===== src/rtl/usbh_pkg.sv =====
// Shared definitions for the USB full-speed host token path: PID bytes,
// token transmitter state encoding and the token CRC5 seed.
package usbh_pkg;

    localparam logic [7:0] PID_OUT   = 8'hE1;
    localparam logic [7:0] PID_IN    = 8'h69;
    localparam logic [7:0] PID_SOF   = 8'hA5;
    localparam logic [7:0] PID_SETUP = 8'h2D;

    localparam logic [4:0] CRC5_SEED = 5'h1F;

    typedef enum logic [2:0] {
        TOK_IDLE,
        TOK_PID,
        TOK_TOK1,
        TOK_TOK2,
        TOK_GAP
    } token_state_e;

    // A PID byte carries its own check nibble: the upper half is the
    // complement of the lower half.
    function automatic logic pidCheckOk(input logic [7:0] pid);
        return pid[7:4] == ~pid[3:0];
    endfunction

endpackage


===== src/rtl/usbh_crc5.sv =====
// Combinational USB token CRC5 (x^5 + x^2 + 1) over an 11-bit field,
// processed LSB first in reflected form so crc_o[0] is the first CRC bit on the wire.
module usbh_crc5 (
    input  logic [4:0]  crc_i,
    input  logic [10:0] data_i,
    output logic [4:0]  crc_o
);

    logic [4:0] crcAcc;

    always_comb begin
        crcAcc = crc_i;
        for (int i = 0; i < 11; i++) begin
            if (crcAcc[0] ^ data_i[i]) begin
                crcAcc = (crcAcc >> 1) ^ 5'h14;
            end else begin
                crcAcc = crcAcc >> 1;
            end
        end
        crc_o = crcAcc;
    end

endmodule


===== src/rtl/usbh_token_tx.sv =====
// Token packet transmitter: PID, token low byte, then {crc5, token high bits} onto UTMI.
// Define USBH_TOKEN_IPG_EN to hold off new requests for IPG_CYCLES after each packet.
module usbh_token_tx
    import usbh_pkg::*;
#(
    parameter int unsigned IPG_CYCLES = 8
) (
    input  logic        clk_i,
    input  logic        rst_i,
    input  logic        start_i,
    input  logic [7:0]  pid_i,
    input  logic [10:0] token_i,
    output logic        ready_o,
    output logic        done_o,
    output logic        error_o,
    output logic [7:0]  utmi_data_o,
    output logic        utmi_txvalid_o,
    input  logic        utmi_txready_i
);

    token_state_e state_q, state_d;
    logic [7:0]   pid_q;
    logic [10:0]  token_q;
    logic         done_q, done_d;
    logic         error_q, error_d;
    logic         load;
    logic [4:0]   crcRaw;
    logic [4:0]   crcField;

`ifdef USBH_TOKEN_IPG_EN
    localparam int unsigned CNT_W = (IPG_CYCLES > 0) ? $clog2(IPG_CYCLES + 1) : 1;
    logic [CNT_W-1:0] gapCnt_q, gapCnt_d;
`endif

    usbh_crc5 u_crc5 (
        .crc_i  (CRC5_SEED),
        .data_i (token_q),
        .crc_o  (crcRaw)
    );

    assign crcField = ~crcRaw;
    assign ready_o  = (state_q == TOK_IDLE);
    assign done_o   = done_q;
    assign error_o  = error_q;

    always_ff @(posedge clk_i) begin
        if (rst_i) begin
            state_q  <= TOK_IDLE;
            pid_q    <= 8'h00;
            token_q  <= 11'h000;
            done_q   <= 1'b0;
            error_q  <= 1'b0;
`ifdef USBH_TOKEN_IPG_EN
            gapCnt_q <= '0;
`endif
        end else begin
            state_q  <= state_d;
            done_q   <= done_d;
            error_q  <= error_d;
            if (load) begin
                pid_q   <= pid_i;
                token_q <= token_i;
            end
`ifdef USBH_TOKEN_IPG_EN
            gapCnt_q <= gapCnt_d;
`endif
        end
    end

    // Each byte state holds its byte and valid until the PHY handshakes it.
    always_comb begin
        state_d        = state_q;
        done_d         = 1'b0;
        error_d        = 1'b0;
        load           = 1'b0;
        utmi_txvalid_o = 1'b0;
        utmi_data_o    = 8'h00;
`ifdef USBH_TOKEN_IPG_EN
        gapCnt_d       = gapCnt_q;
`endif
        case (state_q)
            TOK_IDLE: begin
                if (start_i) begin
                    load = 1'b1;
                    if (pidCheckOk(pid_i)) begin
                        state_d = TOK_PID;
                    end else begin
                        error_d = 1'b1;
                    end
                end
            end
            TOK_PID: begin
                utmi_txvalid_o = 1'b1;
                utmi_data_o    = pid_q;
                if (utmi_txready_i) begin
                    state_d = TOK_TOK1;
                end
            end
            TOK_TOK1: begin
                utmi_txvalid_o = 1'b1;
                utmi_data_o    = token_q[7:0];
                if (utmi_txready_i) begin
                    state_d = TOK_TOK2;
                end
            end
            TOK_TOK2: begin
                utmi_txvalid_o = 1'b1;
                utmi_data_o    = {crcField, token_q[10:8]};
                if (utmi_txready_i) begin
                    done_d  = 1'b1;
                    state_d = TOK_IDLE;
`ifdef USBH_TOKEN_IPG_EN
                    if (IPG_CYCLES != 0) begin
                        state_d  = TOK_GAP;
                        gapCnt_d = CNT_W'(IPG_CYCLES - 1);
                    end
`endif
                end
            end
`ifdef USBH_TOKEN_IPG_EN
            // Counter is preloaded with IPG_CYCLES-1 so the gap lasts exactly IPG_CYCLES cycles.
            TOK_GAP: begin
                if (gapCnt_q == '0) begin
                    state_d = TOK_IDLE;
                end else begin
                    gapCnt_d = gapCnt_q - 1'b1;
                end
            end
`endif
            default: begin
                state_d = TOK_IDLE;
            end
        endcase
    end

endmodule


===== config.mk =====
export PLATFORM = sky130hd
export DESIGN_NAME = usbh_token_tx
export DESIGN_NICKNAME = d
export VERILOG_FILES = /design/src/rtl/usbh_pkg.sv /design/src/rtl/usbh_crc5.sv /design/src/rtl/usbh_token_tx.sv
export SDC_FILE = /design/constraint.sdc
export NUM_CORES = 1
export LEC_CHECK = 0
export CORE_MARGIN = 4
export CORE_UTILIZATION = 50
export CTS_BUF_LIST = sky130_fd_sc_hd__clkbuf_4
export DETAILED_ROUTE_END_ITERATION = 8
export PLACE_DENSITY_LB_ADDON = 0.2
export SYNTH_ARGS = -nofsm -noshare
export SYNTH_HDL_FRONTEND = slang
export SYNTH_SLANG_ARGS = --single-unit

===== constraint.sdc =====
create_clock -name clk_i -period 3.6 [get_ports clk_i]
set_input_delay 0.54 -clock clk_i [delete_from_list [all_inputs] [get_ports clk_i]]
set_output_delay 0.54 -clock clk_i [all_outputs]
set_load 0.02 [all_outputs]

==> out/summary.txt, run 1 <==
========================================================================================
Hold Crit Endpoint                                                              pid_q[4]
Top cells by instance count after synthesis                                 sky130_fd_sc_hd__nand2_1 (40), sky130_fd_sc_hd__dfxtp_1 (23), sky130_fd_sc_hd__a21oi_1 (19)
Count of nets after finishing                                                        211
Crit path max-delay cell type                                               sky130_fd_sc_hd__clkdlybuf4s50_1
Cells along the critical path                                               xnor3_2 -> xnor2_1 -> xor2_1 -> a222oi_1 -> nor2_1 -> clkdlybuf4s50_1
Floorplan core area                                                             2300 µm²
Setup bufs post-CTS                                                                    0
Critical path buffer and inverter count                                                1
TritonCTS clock tree                                                                done
Top flip-flop cell by instance count after synthesis                        sky130_fd_sc_hd__dfxtp_1
Biggest fanout along the worst timing path                                             3
Number of levels in the clock H-tree                                                   1
Total global routing overflow                                                          0
Number of buffers created by CTS                                                       3
Critical Path AT                                                                 2470 ps
Warnings, synthesis                                                                    0
Class of the tightest hold or removal check                                   reg -> reg
Total power consumption of the routed design                                      910 µW
Worst-case register-to-register setup slack                                      1870 ps
Resized cells post-CTS                                                                 0
PD cells                                                                      568 nW/µm²
Number of diodes                                                                       0
Pin count of the biggest net entering global routing                                  26
Row cnt                                                                               17
Setup repair after global routing missed its margin                                false
Total net switching power                                                         376 µW
Routed len/inst                                                                  14.2 µm
Portion of synthesized cell area occupied by the leading cell type                 36.8%
Routability Congestion                                                             0.836
Gate power share                                                                   49.5%
Hold path start                                                                 pid_q[4]
Endpoint of the worst register-to-register path                                 pid_q[5]
Horiz. Die Dim                                                                     58 µm
Category of the most critical setup path                                      reg -> out
Number of enable-type register cells in the synthesized netlist                        0
Final-report max-slew violation count                                                  0
Count of cell types in the netlist                                                    25
Count of mapped cells out of synthesis                                               154
Antenna viol nets, final                                                               0
Synth-to-Final Area Change                                                         28.1%
Switching Fraction                                                                 41.3%
Final Hold Viols                                                                       0
Buffer cell driving the clock tree root                                     sky130_fd_sc_hd__clkbuf_4
Vertical die dimension                                                             58 µm
Largest area contributor in the netlist                                     sky130_fd_sc_hd__dfxtp_1
# port buffers                                                                        34
Worst hold path depth                                                                  2
Wire length reported by the detailed router                                      2960 µm
Leak                                                                            0.595 nW
Endpoints failing setup                                                                0
Minimum period implied by the final worst setup slack                            3010 ps
Number of hold buffers added after cts                                                 0
Category of cells accounting for the largest share of critical-path delay   XOR/XNOR gates
First-pass GRT wire length                                                       5010 µm
Top-level I/O count                                                                   35
Clk pin slew, worst setup/hold paths                                              130 ps
Worst r2r path cells                                                                   5
Sequential group share of total power                                              37.1%
Post-synth ARST share                                                                 0%
Max VDD drop                                                                    0.430 mV
Result of the run                                                           finished clean
Leading post-synthesis cells by cell area                                   sky130_fd_sc_hd__dfxtp_1 (37%), sky130_fd_sc_hd__nand2_1 (12%), sky130_fd_sc_hd__xnor2_1 (8.4%), sky130_fd_sc_hd__a21oi_1 (7.6%), sky130_fd_sc_hd__ha_1 (6.0%)
Estimated wirelength of the detail-placed design                                 2240 µm
Global Route met3 Usage                                                            5.12%
First-pass detailed-route iteration total                                              4
Residual DRC                                                                           0
Worst-Skew Late Latency                                                           310 ps
Delay of the slowest cell on the worst path                                       540 ps
Sequential-to-total area share from yosys stat                                     36.8%
Ratio of cells with drive above 1 in the final layout                              3.87%
Synth Cell Area                                                                 1250 µm²
Total routing usage reported by global routing                                     19.1%
Critical path endpoint category                                             primary output
Longest Clk Path Bufs                                                                  2
Reg-to-Reg Start                                                              state_q[0]
Final worst-path cycle share                                                       83.6%
Final setup TNS                                                                     0 ps
Final-layout fill cell count                                                         204
Initial antenna violation count                                                        0
Nature of the critical path startpoint                                              flop
Most utilized layer in the global route result                                      met2
Met2 usage                                                                         34.2%
Worst-margin pin slew                                                             904 ps
Yosys reg bits                                                                        23
Cell with the most instances after synthesis                                sky130_fd_sc_hd__nand2_1
Starting density of the core                                                       54.4%
Area of the die                                                                 3360 µm²
Synthesized area divided by synthesized cell count                              8.12 µm²
Met1 track demand over resource in global routing                                  22.6%
Clock network fraction of design power                                             13.4%
Internal Power                                                                    534 µW
Worst slew slack as a fraction of its limit                                        39.5%
Vias post-DR                                                                        1162
Via count of the first global-routing pass                                          1150
Worst hold margin                                                                 472 ps
Setup skew after layout                                                          1.40 ps
Vias per std cell                                                                   5.56
Net Count, Synth                                                                     183
F_max                                                                          0.332 GHz
Critical path required time                                                      3060 ps
Maximum capacitance violations                                                         0
Number of clock sinks                                                                 23
Number of DRC violations after detailed-routing iteration 0                           43
========================================================================================
[power by group through the flow]
stage / logic [mW] / registers [mW] / clock network, mW
floorplan: 0.342 / 0.335 / 0
global placement: 0.438 / 0.342 / 0
detailed placement: 0.451 / 0.344 / 0
CTS: 0.454 / 0.338 / 0.125
global route: 0.498 / 0.344 / 0.135
finish: 0.451 / 0.338 / 0.122
[cell families after synthesis]
group	after synthesis	share of synthesized area, %
simple gates	57	18.2
buf+inv	15	5.31
fa+ha+maj	6	6.01
compound gates	34	17.9
flops	23	36.8
xor+xnor	19	15.7
[metrics by stage]
step | area (µm²) | worst slack [ps] | utilization, % | std cells
floorplan | 1250 | 1510 | - | 154
global route | 1600 | 472 | 69.7 | 209
CTS | 1600 | 586 | 69.7 | 209
finish | 1600 | 589 | 69.7 | 209
detailed placement | 1570 | 962 | 68.5 | 205
global placement | 1570 | 992 | 68.5 | 205
[state kept, by name, summed over array words and instances, names as in the netlist]
| name | count |
|---|---|
| error_o | 1 |
| pid_q | 8 |
| done_o | 1 |
| token_q | 11 |
| state_q | 2 |
[final cells by class]
class | instances | area (µm²) | share of cell area [%]
multi-input cells | 116 | 723 | 45.2
flip-flops and latches | 23 | 460 | 28.7
repair buffers | 34 | 340 | 21.2
well taps | 28 | 35.0 | 2.19
clock buffers | 3 | 22.5 | 1.41
inverters | 4 | 15.0 | 0.937
clock inverters | 1 | 5.00 | 0.312
[layer usage]
| metal | wire (µm) | up-vias |
|---|---|---|
| met1 | 1220 | 538 |
| met5 | 0 | - |
| met4 | 23 | 0 |
| met3 | 222 | 4 |
| met2 | 1500 | 44 |
| li1 | - | 576 |
[worst min-delay path, stage by stage, from the launching register on]
cell and delay, ps:
sky130_fd_sc_hd__dfxtp_1 340, sky130_fd_sc_hd__nand2_1 50, sky130_fd_sc_hd__a21oi_1 50
[placed cells by master (no fill, tap or decap), types with 3 or more instances in the layout]
master / instances
sky130_fd_sc_hd__clkbuf_4: 3
sky130_fd_sc_hd__clkdlybuf4s50_1: 34
sky130_fd_sc_hd__nand2_1: 40
sky130_fd_sc_hd__xor2_1: 4
sky130_fd_sc_hd__xnor2_1: 12
sky130_fd_sc_hd__a21oi_1: 19
sky130_fd_sc_hd__inv_1: 4
sky130_fd_sc_hd__dfxtp_1: 23
sky130_fd_sc_hd__nor2_1: 11
sky130_fd_sc_hd__ha_1: 6
sky130_fd_sc_hd__a222oi_1: 7
[worst max path at each step]
| stage | depth (start not counted) | startpoint | slack [ps] | to |
|---|---|---|---|---|
| 3_5_place_dp | 6 | token_q[6] | 960 | utmi_data_o[4] |
| 5_1_grt | 6 | token_q[6] | 470 | utmi_data_o[4] |
| 3_3_place_gp | 6 | token_q[6] | 990 | utmi_data_o[4] |
| 6_report | 6 | token_q[6] | 590 | utmi_data_o[4] |
| 4_1_cts | 6 | token_q[6] | 590 | utmi_data_o[4] |
| 2_1_floorplan | 5 | token_q[6] | 1510 | utmi_data_o[4] |
Power figures use the tool's default switching activity.
==> run 2, diff against run 1 <==
Settings changed: CORE_UTILIZATION 50 to 44.
Clock period 3.6 ns to 2.4 ns, I/O delays scaled along.
==> run 2 against run 1 <==
The flow now finishes with violations (negative setup slack). Total power up 62%. Sequential share of layout area fell by 1.3 points. Critical path depth rose by 1. Cell area is 5.9% higher. Critical endpoint unchanged. Largest cell class unchanged. Highest routed layer unchanged.
==> out/summary.txt, run 2 (synthesis results as in run 1) <==
========================================================================================
Total routing usage reported by global routing                                     18.7%
Max VDD drop                                                                    0.546 mV
Top library cells by usage in the layout, fill and taps aside               sky130_fd_sc_hd__nand2_1 (40), sky130_fd_sc_hd__clkdlybuf4s50_1 (26), sky130_fd_sc_hd__a21oi_1 (19), sky130_fd_sc_hd__dfxtp_1 (19), sky130_fd_sc_hd__nor2_1 (11)
F_max                                                                          0.409 GHz
Reg-to-Reg Start                                                              state_q[0]
Vias post-DR                                                                        1199
Critical Path AT                                                                 2090 ps
# port buffers                                                                        34
Critical path capture point                                                 utmi_data_o[4]
First-pass detailed-route iteration total                                              4
TritonCTS clock tree                                                                done
Vias per std cell                                                                   5.43
Class of the tightest hold or removal check                                   reg -> reg
Routability Congestion                                                              1.01
Final core utilization                                                             62.1%
Highest signal layer in the routed design                                           met4
Pre-CTS worst setup slack                                                        5.99 ps
Top-level I/O count                                                                   35
Number of levels in the clock H-tree                                                   1
Leak                                                                            0.678 nW
Count of nets after finishing                                                        220
Critical path endpoint category                                             primary output
Final-report max-slew violation count                                                  0
Maximum capacitance violations                                                         0
Row cnt                                                                               19
Delay of the slowest cell on the worst path                                       430 ps
Ratio of cells with drive above 1 in the final layout                              15.8%
Number of cells on the critical path                                                   7
Critical path launch point                                                    token_q[6]
Estimated wirelength of the detail-placed design                                 2420 µm
Post-Place Cells                                                                     214
Worst-margin pin slew                                                             642 ps
Number of buffers created by CTS                                                       3
Clk pin slew, worst setup/hold paths                                              120 ps
Number of DRC violations after detailed-routing iteration 0                          103
Final standard cell area without fillers                                        1700 µm²
Worst r2r path cells                                                                   5
Pin count of the biggest net entering global routing                                  21
Vertical die dimension                                                           61.3 µm
Endpoints failing setup                                                                2
Worst-Skew Late Latency                                                           310 ps
Longest Clk Path Bufs                                                                  2
Flip-flop count of the largest register after layout                                  11
Area occupied by registers                                                       465 µm²
Met2 Routed Length                                                               1620 µm
Top flop regs                                                               token_q (11), pid_q (8), state_q (2)
Setup repair after global routing missed its margin                                 true
Routed len/inst                                                                  14.6 µm
Antenna viol nets, final                                                               0
Final Hold Viols                                                                       0
Category of cells accounting for the largest share of critical-path delay   XOR/XNOR gates
Number of hold buffers added after cts                                                 0
Area of the die                                                                 3760 µm²
Worst-case register-to-register setup slack                                       700 ps
Critical path buffer and inverter count                                                2
Final-layout fill cell count                                                         239
Wire length reported by the detailed router                                      3220 µm
Total global routing overflow                                                          0
Crit path max-delay cell type                                               sky130_fd_sc_hd__xnor3_2
Final worst-path cycle share                                                        102%
Met1 WL                                                                          1370 µm
Reg with most FFs                                                                token_q
Number of clock sinks                                                                 23
Min setup slack post-route                                                      -45.8 ps
Synth-to-Final Area Change                                                         35.7%
Combined area of the multi-input logic cells                                     758 µm²
First-pass GRT wire length                                                       5170 µm
Category of the most critical setup path                                      reg -> out
Starting density of the core                                                       45.7%
Total power consumption of the routed design                                     1.48 mW
Critical path required time                                                      2040 ps
Worst slew slack as a fraction of its limit                                        57.1%
Sum of met3 wire segment lengths after detailed routing                           161 µm
Floorplan core area                                                             2730 µm²
Minimum period implied by the final worst setup slack                            2450 ps
Number of diodes                                                                       0
Nature of the critical path startpoint                                              flop
Violated checks                                                             negative setup slack
Biggest fanout along the worst timing path                                             2
Residual DRC                                                                           0
Horiz. Die Dim                                                                   61.3 µm
Endpoint of the worst register-to-register path                               token_q[6]
Cells along the critical path                                               xnor3_2 -> buf_4 -> xnor2_2 -> xor2_1 -> a222oi_1 -> nor2_1 -> buf_2
Via count of the first global-routing pass                                          1132
PD cells                                                                      871 nW/µm²
Buffer cell driving the clock tree root                                     sky130_fd_sc_hd__clkbuf_4
Result of the run                                                           finished, violations left
Setup skew after layout                                                          1.94 ps
Initial antenna violation count                                                        0
Non-filler instance count after layout                                               221
Leading cell type in the layout, fill and taps excluded                     sky130_fd_sc_hd__nand2_1
Area after detailed placement                                                   1620 µm²
========================================================================================
-- run 2: final cells by class --
| class | instances | area share, % |
|---|---|---|
| clock buffer | 4 | 1.77 |
| timing repair buffer | 43 | 22.9 |
| multi-input combinational | 116 | 44.7 |
| tap | 31 | 2.29 |
| sequential | 23 | 27.4 |
| inverter | 4 | 0.885 |
-- run 2: where the power goes --
group          internal, mW  switching (mW)
combinational         0.361           0.415
sequential            0.449          0.0596
clock                0.0763           0.117
-- run 2: worst min-delay path, stage by stage, from the launching register on --
cell and delay, ps:
sky130_fd_sc_hd__dfxtp_1 330, sky130_fd_sc_hd__nand2_1 50, sky130_fd_sc_hd__a21oi_1 50
-- run 2: worst min path at each step --
stage	start	end	slack, ps	cells after the start
4_1_cts	pid_q[5]	pid_q[5]	470	2
5_1_grt	pid_q[1]	pid_q[1]	490	2
6_report	pid_q[5]	pid_q[5]	470	2
3_3_place_gp	pid_q[1]	pid_q[1]	460	2
2_1_floorplan	pid_q[0]	pid_q[0]	440	2
3_5_place_dp	pid_q[5]	pid_q[5]	450	2
-- run 2: metal layers --
layer  up-vias  global-route usage (%)
met1       563                    23.8
met4         0                    8.36
met3         7                    3.14
li1        592                       -
met5         -                       0
met2        37                    30.8
-- run 2: stage by stage --
| step | hold WS (ps) | TNS (ps) |
|---|---|---|
| floorplan | 436 | 0 |
| global placement | 455 | 0 |
| detailed placement | 452 | 0 |
| CTS | 470 | -184 |
| finish | 468 | -71.1 |
| global route | 491 | -228 |
-- run 2: what timing repair did --
item / in CTS / in global routing
gates resized for setup: 17 / 13
pin swaps: 2 / 4
setup endpoints to repair: 8 / 5
buffers inserted: 1 / 2
==> run 3, diff against run 2 <==
--- a/config.mk
+++ b/config.mk
@@ -11,4 +11,5 @@
 export DETAILED_ROUTE_END_ITERATION = 8
 export PLACE_DENSITY_LB_ADDON = 0.2
+export SLEW_MARGIN = 10
 export SYNTH_ARGS = -nofsm -noshare
 export SYNTH_HDL_FRONTEND = slang
==> constraint.sdc (replaced) <==
create_clock -name clk_i -period 2.4 [get_ports clk_i]
set_input_delay 0.36 -clock clk_i [delete_from_list [all_inputs] [get_ports clk_i]]
set_output_delay 0.36 -clock clk_i [all_outputs]
set_load 0.05 [all_outputs]
==> run 3 against run 2 <==
Clock power shrank 4%. The flow now finishes without violations. Critical path depth down 1. Via count is 2.5% lower. Non-clock buffer count decreased by 7. Die area is the same. Count of clock-buffer cells in the layout down 1. Sequential power about the same. Register-to-register slack is essentially flat. Final cell count is 3.2% lower. Cell area decreased by 1.3%. Clock skew rose by 2.2 ps. Critical endpoint unchanged. Sequential share of layout area is 0.35 points higher.
==> out/summary.txt, run 3 (synthesis results as in run 1) <==
========================================================================================
Result of the run                                                           finished clean
Critical Path AT                                                                 2030 ps
Vias per std cell                                                                   5.46
Number of clock sinks                                                                 23
Total global routing overflow                                                          0
Ratio of cells with drive above 1 in the final layout                              12.6%
Maximum capacitance violations                                                         0
Min setup slack post-route                                                       13.9 ps
Top-level I/O count                                                                   35
Horiz. Die Dim                                                                   61.3 µm
Number of diodes                                                                       0
Critical path buffer and inverter count                                                1
Nature of the critical path startpoint                                              flop
Leading cell type in the layout, fill and taps excluded                     sky130_fd_sc_hd__nand2_1
Worst hold margin                                                                 472 ps
Non-filler instance count after layout                                               214
Routed len/inst                                                                  14.2 µm
Pin count of the biggest net entering global routing                                  21
Final Hold Viols                                                                       0
Leak                                                                            0.637 nW
Critical path endpoint category                                             primary output
Buffer cell driving the clock tree root                                     sky130_fd_sc_hd__clkbuf_4
Class of the tightest hold or removal check                                   reg -> reg
Setup skew after layout                                                          4.18 ps
First-pass GRT wire length                                                       4950 µm
Endpoints failing setup                                                                0
Worst slew slack as a fraction of its limit                                        52.4%
Crit path max-delay cell type                                               sky130_fd_sc_hd__xnor3_2
Number of DRC violations after detailed-routing iteration 0                          100
Antenna viol nets, final                                                               0
Longest Clk Path Bufs                                                                  2
Critical path required time                                                      2040 ps
Number of buffers created by CTS                                                       3
Post-Place Cells                                                                     209
Routability Congestion                                                             0.849
Reg with most FFs                                                                token_q
Vias post-DR                                                                        1169
Final-report max-slew violation count                                                  0
Initial antenna violation count                                                        0
Count of nets after finishing                                                        213
First-pass detailed-route iteration total                                              5
Starting density of the core                                                       45.7%
Total power consumption of the routed design                                     1.46 mW
Residual DRC                                                                           0
Number of levels in the clock H-tree                                                   1
Floorplan core area                                                             2730 µm²
Flip-flop count of the largest register after layout                                  11
Via count of the first global-routing pass                                          1115
Vertical die dimension                                                           61.3 µm
Top flop regs                                                               token_q (11), pid_q (8), state_q (2)
Synth-to-Final Area Change                                                         34.0%
Top library cells by usage in the layout, fill and taps aside               sky130_fd_sc_hd__nand2_1 (40), sky130_fd_sc_hd__clkdlybuf4s50_1 (25), sky130_fd_sc_hd__dfxtp_1 (21)
Worst-Skew Late Latency                                                           310 ps
F_max                                                                          0.419 GHz
Clk pin slew, worst setup/hold paths                                              130 ps
Biggest fanout along the worst timing path                                             2
Category of cells accounting for the largest share of critical-path delay   XOR/XNOR gates
Category of the most critical setup path                                      reg -> out
TritonCTS clock tree                                                                done
Setup repair after global routing missed its margin                                 true
Delay of the slowest cell on the worst path                                       460 ps
Wire length reported by the detailed router                                      3050 µm
Row cnt                                                                               19
Worst-margin pin slew                                                             711 ps
Max VDD drop                                                                    0.710 mV
Minimum period implied by the final worst setup slack                            2390 ps
Estimated wirelength of the detail-placed design                                 2320 µm
Cells along the critical path                                               xnor3_2 -> xnor2_2 -> xor2_1 -> a222oi_1 -> nor2_1 -> buf_12
Area of the die                                                                 3760 µm²
Final worst-path cycle share                                                       99.4%
# port buffers                                                                        34
Pre-CTS worst setup slack                                                         259 ps
Total routing usage reported by global routing                                     17.7%
PD cells                                                                      872 nW/µm²
========================================================================================
[run 3: path summary, 6_finish.rpt]
kind                    from        endpoint  slack [ps]  depth (start not counted)
hold / removal      pid_q[0]        pid_q[0]         470                          2
setup / recovery  token_q[3]  utmi_data_o[4]          10                          6
hold reg to reg     pid_q[0]        pid_q[0]         470                          2
setup reg to reg  state_q[0]      token_q[6]         700                          5
[run 3: layout make-up]
| type | instances | area, µm² |
|---|---|---|
| inverter | 4 | 15.0 |
| timing repair buffer | 36 | 387 |
| tap | 31 | 38.8 |
| multi-input combinational | 116 | 739 |
| sequential | 23 | 465 |
| clock buffer | 3 | 22.5 |
| fill | 252 | 1060 |
| clock inverter | 1 | 7.51 |
[run 3: metal layers]
layer | GRT usage, % | share of wire, %
met5 | 0 | 0
met4 | 4.64 | 0.56
met3 | 2.94 | 4.8
met2 | 32.0 | 52
met1 | 21.4 | 42
[run 3: worst register-to-register path, stage by stage (launching register included)]
cell	delay, ps
sky130_fd_sc_hd__dfxtp_1	370
sky130_fd_sc_hd__inv_1	140
sky130_fd_sc_hd__ha_1	250
sky130_fd_sc_hd__and2_1	580
sky130_fd_sc_hd__nand2_1	150
sky130_fd_sc_hd__a21oi_1	140
[run 3: report_power, final]
part	internal, mW	switching [mW]
Combinational	0.308	0.461
Clock	0.0634	0.122
Sequential	0.448	0.0593
[run 3: stage by stage]
step | setup TNS (ps) | utilization [%] | cell area [µm²]
after floorplan | 0 | - | 1260
after global placement | 0 | 59.2 | 1620
after detailed placement | 0 | 59.2 | 1620
after CTS | -0.350 | 61.1 | 1670
after global routing | -280 | 61.3 | 1680
final | 0 | 61.3 | 1680
[run 3: timing repair]
item / CTS / global route
endpoints found under the setup margin: 2 / 5
gates cloned: 0 / 0
hold buffers: 0 / 0
endpoints found under the hold margin: 0 / 0
pin swaps: 5 / 4
gates resized for setup: 4 / 2
buffers inserted: 1 / 0
